**src/rtl/qvga_frame_scheduler.sv**
```systemverilog
// qvga_frame_scheduler: double-buffer scheduler between the camera pixel
// stream and two frame banks. Camera pixels become bank write addresses.
// Bank swaps happen only at display frame boundaries. Camera frames that
// arrive while no bank is free are dropped and counted.
//
// state   | meaning
// --------+--------------------------------------------------------------
// IDLE    | waiting for cam_vsync, writes suppressed
// CAPTURE | writing pixels into wbank, pcnt = next write address
// DONE    | full frame held in wbank, waiting for disp_vsync to swap

module qvga_frame_scheduler #(
   parameter int H_RES = 320,
   parameter int V_RES = 240,
   parameter int DW    = 12,
   parameter int AW    = 17
) (
   input  logic          clk,
   input  logic          reset_n,
   input  logic          cam_vsync,
   input  logic          cam_we,
   input  logic [DW-1:0] cam_data,
   input  logic          disp_vsync,
   output logic          we,
   output logic [AW-1:0] wAddr,
   output logic [DW-1:0] wData,
   output logic          wbank,
   output logic          rbank,
   output logic          frame_valid,
   output logic [7:0]    frame_drops,
   output logic [7:0]    short_frames,
   output logic          busy
);

   localparam int            N    = H_RES * V_RES;
   localparam logic [AW-1:0] LAST = AW'(N - 1);

   typedef enum logic [1:0] {
      IDLE    = 2'd0,
      CAPTURE = 2'd1,
      DONE    = 2'd2
   } state_t;

   state_t          state_q, state_d;
   logic [AW-1:0]   pcnt_q, pcnt_d;
   logic            we_q, we_d;
   logic [AW-1:0]   waddr_q, waddr_d;
   logic [DW-1:0]   wdata_q, wdata_d;
   logic            wbank_q, wbank_d;
   logic            rbank_q, rbank_d;
   logic            fvalid_q, fvalid_d;
   logic [7:0]      drops_q, drops_d;
   logic [7:0]      shorts_q, shorts_d;
   logic            busy_q, busy_d;

   // Next-state, write-port and bank-swap decisions.
   always_comb begin
      state_d  = state_q;
      pcnt_d   = pcnt_q;
      we_d     = 1'b0;
      waddr_d  = waddr_q;
      wdata_d  = wdata_q;
      wbank_d  = wbank_q;
      rbank_d  = rbank_q;
      fvalid_d = fvalid_q;
      drops_d  = drops_q;
      shorts_d = shorts_q;

      unique case (state_q)
         IDLE: begin
            if (cam_vsync) begin
               state_d = CAPTURE;
               pcnt_d  = '0;
            end
         end
         CAPTURE: begin
            // A new camera frame restarts the same bank; the colliding pixel is lost.
            if (cam_vsync) begin
               pcnt_d = '0;
               if (shorts_q != 8'hFF) shorts_d = shorts_q + 8'd1;
            end else if (cam_we) begin
               we_d    = 1'b1;
               waddr_d = pcnt_q;
               wdata_d = cam_data;
               if (pcnt_q == LAST) begin
                  state_d = DONE;
                  pcnt_d  = '0;
               end else begin
                  pcnt_d = pcnt_q + AW'(1);
               end
            end
         end
         DONE: begin
            if (disp_vsync) begin
               rbank_d  = wbank_q;
               wbank_d  = ~wbank_q;
               fvalid_d = 1'b1;
               pcnt_d   = '0;
               state_d  = cam_vsync ? CAPTURE : IDLE;
            end else if (cam_vsync) begin
               if (drops_q != 8'hFF) drops_d = drops_q + 8'd1;
            end
         end
         default: state_d = IDLE;
      endcase

      busy_d = (state_d == CAPTURE);
   end

   // All state and registered outputs; reset returns them at once.
   always_ff @(posedge clk or negedge reset_n) begin
      if (!reset_n) begin
         state_q  <= IDLE;
         pcnt_q   <= '0;
         we_q     <= 1'b0;
         waddr_q  <= '0;
         wdata_q  <= '0;
         wbank_q  <= 1'b0;
         rbank_q  <= 1'b1;
         fvalid_q <= 1'b0;
         drops_q  <= 8'd0;
         shorts_q <= 8'd0;
         busy_q   <= 1'b0;
      end else begin
         state_q  <= state_d;
         pcnt_q   <= pcnt_d;
         we_q     <= we_d;
         waddr_q  <= waddr_d;
         wdata_q  <= wdata_d;
         wbank_q  <= wbank_d;
         rbank_q  <= rbank_d;
         fvalid_q <= fvalid_d;
         drops_q  <= drops_d;
         shorts_q <= shorts_d;
         busy_q   <= busy_d;
      end
   end

   assign we           = we_q;
   assign wAddr        = waddr_q;
   assign wData        = wdata_q;
   assign wbank        = wbank_q;
   assign rbank        = rbank_q;
   assign frame_valid  = fvalid_q;
   assign frame_drops  = drops_q;
   assign short_frames = shorts_q;
   assign busy         = busy_q;

endmodule

```
**config.mk**
```make
export PLATFORM = sky130hd
export DESIGN_NAME = qvga_frame_scheduler
export DESIGN_NICKNAME = d
export VERILOG_FILES = /design/src/rtl/qvga_frame_scheduler.sv
export SDC_FILE = /design/constraint.sdc
export NUM_CORES = 1
export LEC_CHECK = 0
export ABC_AREA = 1
export CORE_MARGIN = 2
export CORE_UTILIZATION = 68
export CTS_CLUSTER_DIAMETER = 40
export DETAILED_ROUTE_END_ITERATION = 7
export DONT_BUFFER_PORTS = 1
export GPL_ROUTABILITY_DRIVEN = 0
export GPL_TIMING_DRIVEN = 0
export PLACE_DENSITY = 0.81
export SETUP_SLACK_MARGIN = 0.4
export SLEW_MARGIN = 15
export SYNTH_ARGS = -nofsm -noshare
export SYNTH_HDL_FRONTEND = slang
export SYNTH_SLANG_ARGS = --single-unit
```
**constraint.sdc**
```tcl
create_clock -name clk -period 2.77 [get_ports clk]
set_clock_uncertainty 0.15 [all_clocks]
set_input_delay 0.4155 -clock clk [delete_from_list [all_inputs] [get_ports clk]]
set_output_delay 0.4155 -clock clk [all_outputs]
set_load 0.01 [all_outputs]
```
==> impl_results.md, run 1 <==
- Ports: 67
- Clock root cell: clkbuf_8
- Crit end category: flip-flop
- Cell Rows: 25
- TNS Setup: 0 ns
- DP Area: 3362 um2
- Total GRT Usage: 26.20%
- Via count: about 2.4k
- Number of synthesized flops with an enable pin: 0
- Top cells by area, synth: dfrtp_1, nand2_1, xor2_1
- Multiplexer share of the synthesized area: 0%
- Xor/xnor share of the synthesized area: approximately 5.3%
- DR iter-0 viols: between 150 and 200
- Worst-case reg-to-reg path depth: 8
- HPWL after detailed placement: 4529 um
- Drt via density: 5.404
- Final WL: 6379 um
- Largest family of logic cells by synthesized area: simple AND/OR/NAND/NOR gates
- Slew Limit Headroom: 71.38%
- Synth Area in Compound Gates: under 10%
- Max VDD drop: 0.3401 mV
- Tmin final: 1.803 ns
- Initial core utilization: 70.21%
- Max Slew Vio Count: 0
- Fillers: 316
- Lkg Pwr: 1.817 nW
- RSZ-0062 raised after global routing: no
- Final cycle utilization of the critical path: 65.09%
- Post-synth top cells: nand2_1, dfrtp_1, inv_1
- Largest net degree at the start of global routing: 70
- Area Growth Syn to Fin: 8.583%
- PwrDens: between 600 and 700 nW/um2
- Die X: between 70 and 80 um
- CTS H-tree lvls: 3
- Most used DFF post-synth: dfrtp_1
- Worst-path clk slew: 0.07 ns
- Worst Setup Start Kind: flip-flop
- Gate power share: 11.2%
- Switching Fraction: around 30%
- Fmax: between 500 and 600 MHz
- Placeable Area: 4692 um2
- Number of synthesized register bits: 69
- Simple-Gate Fraction of Synth Area: a little under a third
- Worst EP required: ~2.8 ns
- Post_cts resized: 0
- Synthesized net count: around 400
- Post-synth cell types: 30
- First-pass GRT wire length: 10620 um
- Clk sink count: 69
- Antenna cell count: 0
- Synth Area in Adders: under 10%
- Max-Cap Viols: 0
- Status: finished clean
- GRT overflow: 0
- Routed Antenna Nets: 0
- Nets: around 410
- Final Hold Vio Count: 0
- Leading area contributor after synthesis: dfrtp_1
- Ys async rst share: 100.0%
- CTS Buffer Depth: 2
- Multi-input logic area: 1359 um2
- P_int: approximately 1.6 mW
- Min-Delay Path Class: input pin to flip-flop
- Routed length per placed instance: 14.08 um
- Vias in the first global route: between 2k and 2.5k
- CP arrival: 1.88 ns
- Drt drc: 0
- Num CTS Buffers: 9
- Clk pwr share: 33.1%
- Final Cell Area: 3577 um2
- Die height: 73.61 um
- Max Fanout on Critical Path: 9
- Register area: 1728 um2
- TritonCTS clock tree: done
- Top-area cell type share of the netlist area: between 50% and 60%
- Register area share after synthesis: between 50% and 60%
- Switch Pwr: 666.4 uW
- Antenna violations before repair: 0
- Mean Syn Cell Area: 8.647 um2
- Post-synthesis instance total: 381
- Most common cell in the netlist: nand2_1
- Cell Area, Synth: 3294 um2
- Reg power frac: a little under three fifths
- IO buf count: 0
- Synth warn: 0
- Share of cells above drive strength 1: 13.78%
- Final setup violation count: 0
- Worst-Margin Slew: 0.4260 ns
- Setup CP Type: flip-flop to flip-flop
- DRT Pass-1 Iters: 4
- DIE AREA: 5418 um2
- Clock Latency Late Sink: 0.34 ns
- Hold path cells: 2
- # Post-CTS Setup Buffers: 0
## worst max-delay path: stages, from the launching register on
cell and delay [ns]:
dfrtp_1 0.44, ha_1 0.21, nand2_1 0.09, nor3_2 0.19
nand3_1 0.12, nand2_2 0.18, inv_2 0.11, nand2_1 0.10
o21ai_1 0.09
## final timing paths
kind / from / slack [ns] / end
worst max-delay path: frame_drops[1] / 0.97 / frame_drops[5]
worst min-delay path: cam_data[2] / 0.03 / wData[2]
worst max register to register: frame_drops[1] / 0.97 / frame_drops[5]
worst min register to register: pcnt_q[0] / 0.37 / pcnt_q[0]
max in group asynchronous: reset_n / 1.67 / rbank
min in group asynchronous: reset_n / 0.50 / we
## metrics by stage
step / cells / setup WS [ns] / util (%) / hold WS, ns / total power [mW]
2_1_floorplan: 381 / 1.244 / - / -0.03009 / 1.427
3_3_place_gp: 435 / 1.098 / 71.65 / -0.02885 / 1.477
3_5_place_dp: 435 / 1.001 / 71.65 / -0.02867 / 1.491
4_1_cts: 453 / 0.9837 / 76.24 / 0.02919 / 2.245
5_1_grt: 453 / 0.8144 / 76.24 / 0.03477 / 2.349
6_report: 453 / 0.9669 / 76.24 / 0.03334 / 2.231
## kinds of logic after synthesis
group	Yosys count
flip-flops	69
XOR/XNOR	20
buffers and inverters	48
AND/OR/NAND/NOR	214
adder cells (fa/ha/maj)	3
AO/OA/AOI/OAI	27
## power by group through the flow
| stage | registers (mW) | logic [mW] | clock network [mW] |
|---|---|---|---|
| after floorplan | 1.24 | 0.188 | 0 |
| after detailed placement | 1.26 | 0.228 | 0 |
| after global routing | 1.26 | 0.293 | 0.796 |
| after CTS | 1.24 | 0.254 | 0.747 |
| after global placement | 1.26 | 0.216 | 0 |
| final | 1.24 | 0.249 | 0.738 |
## routing by layer
metal  vias up  global-route usage (%)  wire length (um)
li1       1217                       -                 -
met1      1140                   34.36              2835
met2        76                   40.18              2971
met3        15                   5.624               429
met4         0                   15.15               142
met5         -                       0                 0
## repair_timing
| action | in CTS | in global routing |
|---|---|---|
| hold endpoints to repair | 69 | 0 |
| setup endpoints to repair | 0 | 0 |
| hold buffers | 2 | 0 |
## registers in the layout, summed over array words and instances, names as in the netlist
| register | cells |
|---|---|
| pcnt_q | 17 |
| rbank | 1 |
| wbank | 1 |
| frame_valid | 1 |
| short_frames | 8 |
| wData | 12 |
| frame_drops | 8 |
| state_q | 2 |
| wAddr | 17 |
| we | 1 |
| busy | 1 |
## layout make-up
type / instances / area share [%]
buffer: 5 / 1.014
clock buffer: 12 / 4.337
clock inverter: 4 / 0.6296
inverter: 43 / 4.792
multi-input combinational: 264 / 37.99
sequential: 69 / 48.30
tap: 54 / 1.889
timing repair buffer: 2 / 1.049
## cell usage in the layout (no fill, tap or decap), types with 3 or more instances in the layout
| master | n |
|---|---|
| ha_1 | 3 |
| xor2_1 | 16 |
| nor2_1 | 35 |
| nand2_1 | 124 |
| nor2_8 | 3 |
| nor3_1 | 8 |
| nand2_2 | 12 |
| nand4_1 | 5 |
| xnor2_1 | 4 |
| a21oi_1 | 4 |
| inv_2 | 3 |
| nand3_1 | 15 |
| o21ai_0 | 6 |
| clkbuf_8 | 11 |
| nor2_2 | 3 |
| dfrtp_1 | 68 |
| clkinv_2 | 3 |
| inv_1 | 37 |
| o21ai_1 | 15 |
No activity file was read; power rests on OpenSTA's default activity.
==> run 2: changes to the inputs <==
--- a/config.mk
+++ b/config.mk
@@ -7,13 +7,13 @@
 export LEC_CHECK = 0
 export ABC_AREA = 1
 export CORE_MARGIN = 2
-export CORE_UTILIZATION = 68
+export CORE_UTILIZATION = 63
 export CTS_CLUSTER_DIAMETER = 40
 export DETAILED_ROUTE_END_ITERATION = 7
 export DONT_BUFFER_PORTS = 1
 export GPL_ROUTABILITY_DRIVEN = 0
 export GPL_TIMING_DRIVEN = 0
-export PLACE_DENSITY = 0.81
+export PLACE_DENSITY = 0.76
 export SETUP_SLACK_MARGIN = 0.4
 export SLEW_MARGIN = 15
 export SYNTH_ARGS = -nofsm -noshare
==> constraint.sdc (replaced) <==
create_clock -name clk -period 1.75 [get_ports clk]
set_clock_uncertainty 0.15 [all_clocks]
set_input_delay 0.2625 -clock clk [delete_from_list [all_inputs] [get_ports clk]]
set_output_delay 0.2625 -clock clk [all_outputs]
set_load 0.01 [all_outputs]
==> impl_results.md, run 2 (synthesis results as in run 1) <==
- Worst-Margin Slew: between 0.5 and 0.6 ns
- TNS Setup: 0 ns
- Worst-path clk slew: 0.07 ns
- Vias in the first global route: between 2k and 3k
- Final worst slack: 0.01543 ns
- GRT overflow: 0
- Tmin final: approximately 1.7 ns
- Routed length per placed instance: 20.61 um
- Slew Limit Headroom: 61.15%
- Status: finished, violations left
- Area Growth Syn to Fin: 35.28%
- Worst Setup Start Kind: flip-flop
- Die X: approximately 76 um
- Via count: 3014
- Worst r2r src: state_q[0]
- First-pass GRT wire length: 14370 um
- Final cycle utilization of the critical path: 99.12%
- Final setup violation count: 0
- Initial core utilization: 64.92%
- Max-Cap Viols: 0
- TritonCTS clock tree: done
- DRT Pass-1 Iters: 5
- IO buf count: 0
- Die height: approximately 76 um
- Min-Delay Path Class: input pin to async pin
- Clock Latency Late Sink: 0.35 ns
- Worst-case reg-to-reg path depth: 6
- CP arrival: 1.86 ns
- Num CTS Buffers: 9
- Max Slew Vio Count: 0
- Max Fanout on Critical Path: 8
- Antenna violations before repair: 0
- Setup CP Type: flip-flop to flip-flop
- HPWL after detailed placement: approximately 4600 um
- CTS H-tree lvls: 3
- Hold buffer count at CTS: 14
- Crit end category: flip-flop
- CTS Buffer Depth: 2
- Largest net degree at the start of global routing: 70
- Clk sink count: 69
- Final Hold Vio Count: 69
- Nets: 452
- RSZ-0062 raised after global routing: yes
- Ports: 67
- Clock root cell: clkbuf_8
- DR iter-0 viols: about 310
- Max VDD drop: 0.6148 mV
- Fin Hold WS: -0.5526 ns
- Routed Antenna Nets: 0
- Lkg Pwr: ~2.2 nW
- Share of cells above drive strength 1: 39.36%
- Placeable Area: 5075 um2
- Worst EP required: 1.88 ns
- Worst slack at placement: 0.01734 ns
- Cell Rows: 26
- DIE AREA: 5824 um2
- Total GRT Usage: 31.97%
- Failing checks: negative hold slack
- Drt via density: 5.945
- Reg2reg setup slack: about 0.015 ns
- Most frequent cells in the layout: nand2_1, dfrtp_1, nand2_2
- PwrDens: 988.2 nW/um2
- Antenna cell count: 0
- Final WL: roughly 10000 um
- Most common cell after layout, fill and taps aside: nand2_1
- Fmax: 576.5 MHz
- FF-to-FF End: pcnt_q[2]
- Drt drc: 0
[run 2: repair_timing]
action,4_1_cts,5_1_grt
cloned,6,1
setup buffers,14,5
hold endpoints to repair,85,69
endpoints found under the setup margin,65,66
pin swaps,28,27
gates resized for setup,93,44
[run 2: worst max-delay path by stage]
stage / startpoint / end / cells past startpoint / slack (ns)
2_1_floorplan: frame_drops[1] / frame_drops[5] / 8 / 0.22
3_3_place_gp: pcnt_q[1] / pcnt_q[8] / 10 / 0.07
5_1_grt: state_q[0] / pcnt_q[2] / 6 / -0.03
6_report: state_q[0] / pcnt_q[2] / 6 / 0.02
4_1_cts: frame_drops[1] / frame_drops[5] / 8 / 0.11
3_5_place_dp: pcnt_q[1] / pcnt_q[8] / 10 / 0.02
[run 2: stage by stage]
stage | utilization (%) | instance area, um2 | hold slack, ns | power (mW) | instances
after CTS | 84.10 | 4268 | -0.5513 | 4.222 | 501
final | 87.82 | 4457 | -0.5526 | 4.404 | 507
after floorplan | - | 3302 | -0.1831 | 2.261 | 381
after global placement | 66.79 | 3390 | -0.1818 | 2.342 | 451
after global routing | 87.82 | 4457 | -0.5728 | 4.533 | 507
after detailed placement | 66.79 | 3390 | -0.1816 | 2.367 | 451
[run 2: critical path, stage by stage, from the launching register on]
cell and delay (ns):
dfrtp_1 0.44, inv_2 0.09, nor3_1 0.46, nand2_4 0.16, nand2_8 0.17, clkinv_8 0.09
nor2_2 0.10
[run 2: power breakdown]
part / switching (mW) / internal (mW)
clock: 0.627 / 1.07
sequential: 0.273 / 1.76
combinational: 0.395 / 0.284
total: 1.29 / 3.11
[run 2: final cells by class]
class | instances | area, um2
Sequential cell | 69 | 1740
Multi-Input combinational cell | 267 | 1729
Fill cell | 210 | 618.1
Timing Repair Buffer | 37 | 385.4
Inverter | 43 | 191.4
Clock buffer | 13 | 168.9
Clock inverter | 3 | 90.09
Tap cell | 70 | 87.58
Buffer | 5 | 63.81
[run 2: per-layer routing]
layer,track usage [%],wire [um],vias up,part of all wire [%]
li1,-,-,1302,-
met1,38.80,3786,1487,36
met2,55.58,5339,187,51
met3,8.531,890,38,8.5
met4,10.55,435,0,4.2
met5,0,0,-,0
==> run 3: changes to the inputs <==
--- a/config.mk
+++ b/config.mk
@@ -7,13 +7,13 @@
 export LEC_CHECK = 0
 export ABC_AREA = 1
 export CORE_MARGIN = 2
-export CORE_UTILIZATION = 63
+export CORE_UTILIZATION = 68
 export CTS_CLUSTER_DIAMETER = 40
 export DETAILED_ROUTE_END_ITERATION = 7
 export DONT_BUFFER_PORTS = 1
 export GPL_ROUTABILITY_DRIVEN = 0
 export GPL_TIMING_DRIVEN = 0
-export PLACE_DENSITY = 0.76
+export PLACE_DENSITY = 0.81
 export SETUP_SLACK_MARGIN = 0.4
 export SLEW_MARGIN = 15
 export SYNTH_ARGS = -nofsm -noshare
==> constraint.sdc (replaced) <==
create_clock -name clk -period 2.15 [get_ports clk]
set_clock_uncertainty 0.15 [all_clocks]
set_input_delay 0.3225 -clock clk [delete_from_list [all_inputs] [get_ports clk]]
set_output_delay 0.3225 -clock clk [all_outputs]
set_load 0.01 [all_outputs]
==> impl_results.md, run 3 (synthesis results as in run 1) <==
- Status: finished, violations left
- Failing checks: negative hold slack
- P_int: 2.045 mW
- Final Cell Area: 3749 um2
- Vias in the first global route: 2426
- Max VDD drop: ~0.45 mV
- Worst EP required: roughly 2.3 ns
- Total GRT Usage: 27.16%
- CTS H-tree lvls: 3
- Min-Delay Path Class: input pin to async pin
- DRT Pass-1 Iters: 4
- PwrDens: 771.5 nW/um2
- Gate power share: between 10% and 20%
- Worst slack at placement: 0.3809 ns
- DP Area: between 3000 and 4000 um2
- Hold buffer count at CTS: 12
- Worst-path clk slew: ~0.07 ns
- Final std cells w/o fill: 473
- HPWL after detailed placement: ~4500 um
- Drt via density: 5.408
- Largest net degree at the start of global routing: 70
- Crit end category: flip-flop
- Max Slew Vio Count: 0
- IO buf count: 0
- Die X: 73.61 um
- Final WL: between 6000 and 7000 um
- Ports: 67
- Final worst slack: 0.4802 ns
- Worst-Margin Slew: 0.4248 ns
- Power Total: roughly 2.9 mW
- Clk sink count: 69
- Fin Hold WS: -0.4810 ns
- Clock root cell: clkbuf_8
- Cell Rows: 25
- Max Fanout on Critical Path: 6
- Num CTS Buffers: 9
- First-pass GRT wire length: 11040 um
- Switching Fraction: 29.31%
- Final Hold Vio Count: 69
- Slew Limit Headroom: 71.46%
- Final core occ: about four fifths
- Via count: roughly 2.6k
- Tmin final: 1.670 ns
- Post-placement cell count: 435
- Area Growth Syn to Fin: 13.79%
- Initial core utilization: between 70% and 80%
- DR iter-0 viols: approximately 150
- Worst Setup Start Kind: flip-flop
- Die height: 73.61 um
- CTS Buffer Depth: 2
- RSZ-0062 raised after global routing: no
- Drt drc: 0
- Antenna cell count: 0
- TritonCTS clock tree: done
- TNS Setup: 0 ns
- Placeable Area: 4692 um2
- Routed Antenna Nets: 0
- Setup CP Type: flip-flop to flip-flop
- Final cycle utilization of the critical path: 77.67%
- Worst-case reg-to-reg path depth: 7
- Most frequent cells in the layout: nand2_1, dfrtp_1, inv_1
- Lkg Pwr: 1.897 nW
- Fmax: 598.9 MHz
- Final setup violation count: 0
- Share of cells above drive strength 1: 16.23%
- Reg power frac: a little under three fifths
- Most common cell after layout, fill and taps aside: nand2_1
- CP arrival: 1.79 ns
- Clk pwr share: 32.8%
- Switch Pwr: around 850 uW
- Max-Cap Viols: 0
- DIE AREA: ~5400 um2
- Nets: 434
- Antenna violations before repair: 0
- GRT overflow: 0
- Clock Latency Late Sink: 0.34 ns
- Routed length per placed instance: 14.24 um
run 3: cell count changes in the layout (fill, tap and decap cells not counted), sizes merged:
cell,change
buf,-13
clkinv,+3
clkinvlp,+1
bufinv,-3
clkbuf,-1
dlygate4sd3,-2
nand2,-2
nor2,-1
run 3: worst max-delay path, stage by stage, from the launching register on:
cell and delay, ns:
dfrtp_1 0.42, ha_2 0.21, nand2_1 0.08, nor3_2 0.16, nand3_1 0.15, nand2_4 0.13, buf_4 0.15, xor2_1 0.14
run 3: cell type report:
type / instances / area, um2
fill: 294 / 943.4
multi-input combinational: 264 / 1371
clock inverter: 4 / 22.52
timing repair buffer: 22 / 195.2
clock buffer: 12 / 155.1
sequential: 69 / 1729
buffer: 5 / 36.28
inverter: 43 / 171.4
tap: 54 / 67.56
run 3: final timing paths:
| check | to | slack (ns) | start |
|---|---|---|---|
| max | frame_drops[0] | 0.48 | frame_drops[0] |
| min | frame_drops[2] | -0.48 | reset_n |
| max reg2reg | frame_drops[0] | 0.48 | frame_drops[0] |
| min reg2reg | rbank | 0.38 | rbank |
| max in group asynchronous | rbank | 2.14 | reset_n |
| min in group clk | state_q[0] | 0.02 | cam_vsync |
run 3: per-layer routing:
layer,global-route usage [%],vias up,routed length (um)
li1,-,1249,-
met1,35.09,1196,2942
met2,42.66,92,3146
met3,5.487,21,421
met4,15.35,0,225
met5,0,-,0
run 3: power by group through the flow:
stage / clock [mW] / sequential [mW] / combinational [mW]
6_report: 0.948 / 1.60 / 0.343
2_1_floorplan: 0 / 1.60 / 0.242
3_5_place_dp: 0 / 1.63 / 0.293
5_1_grt: 1.03 / 1.62 / 0.395
4_1_cts: 0.962 / 1.60 / 0.313
3_3_place_gp: 0 / 1.62 / 0.279
run 3: what timing repair did:
item	4_1_cts	5_1_grt
pin swaps	1	6
buffers inserted	1	9
resized for setup	1	4
setup endpoints to repair	1	24
endpoints found under the hold margin	81	69
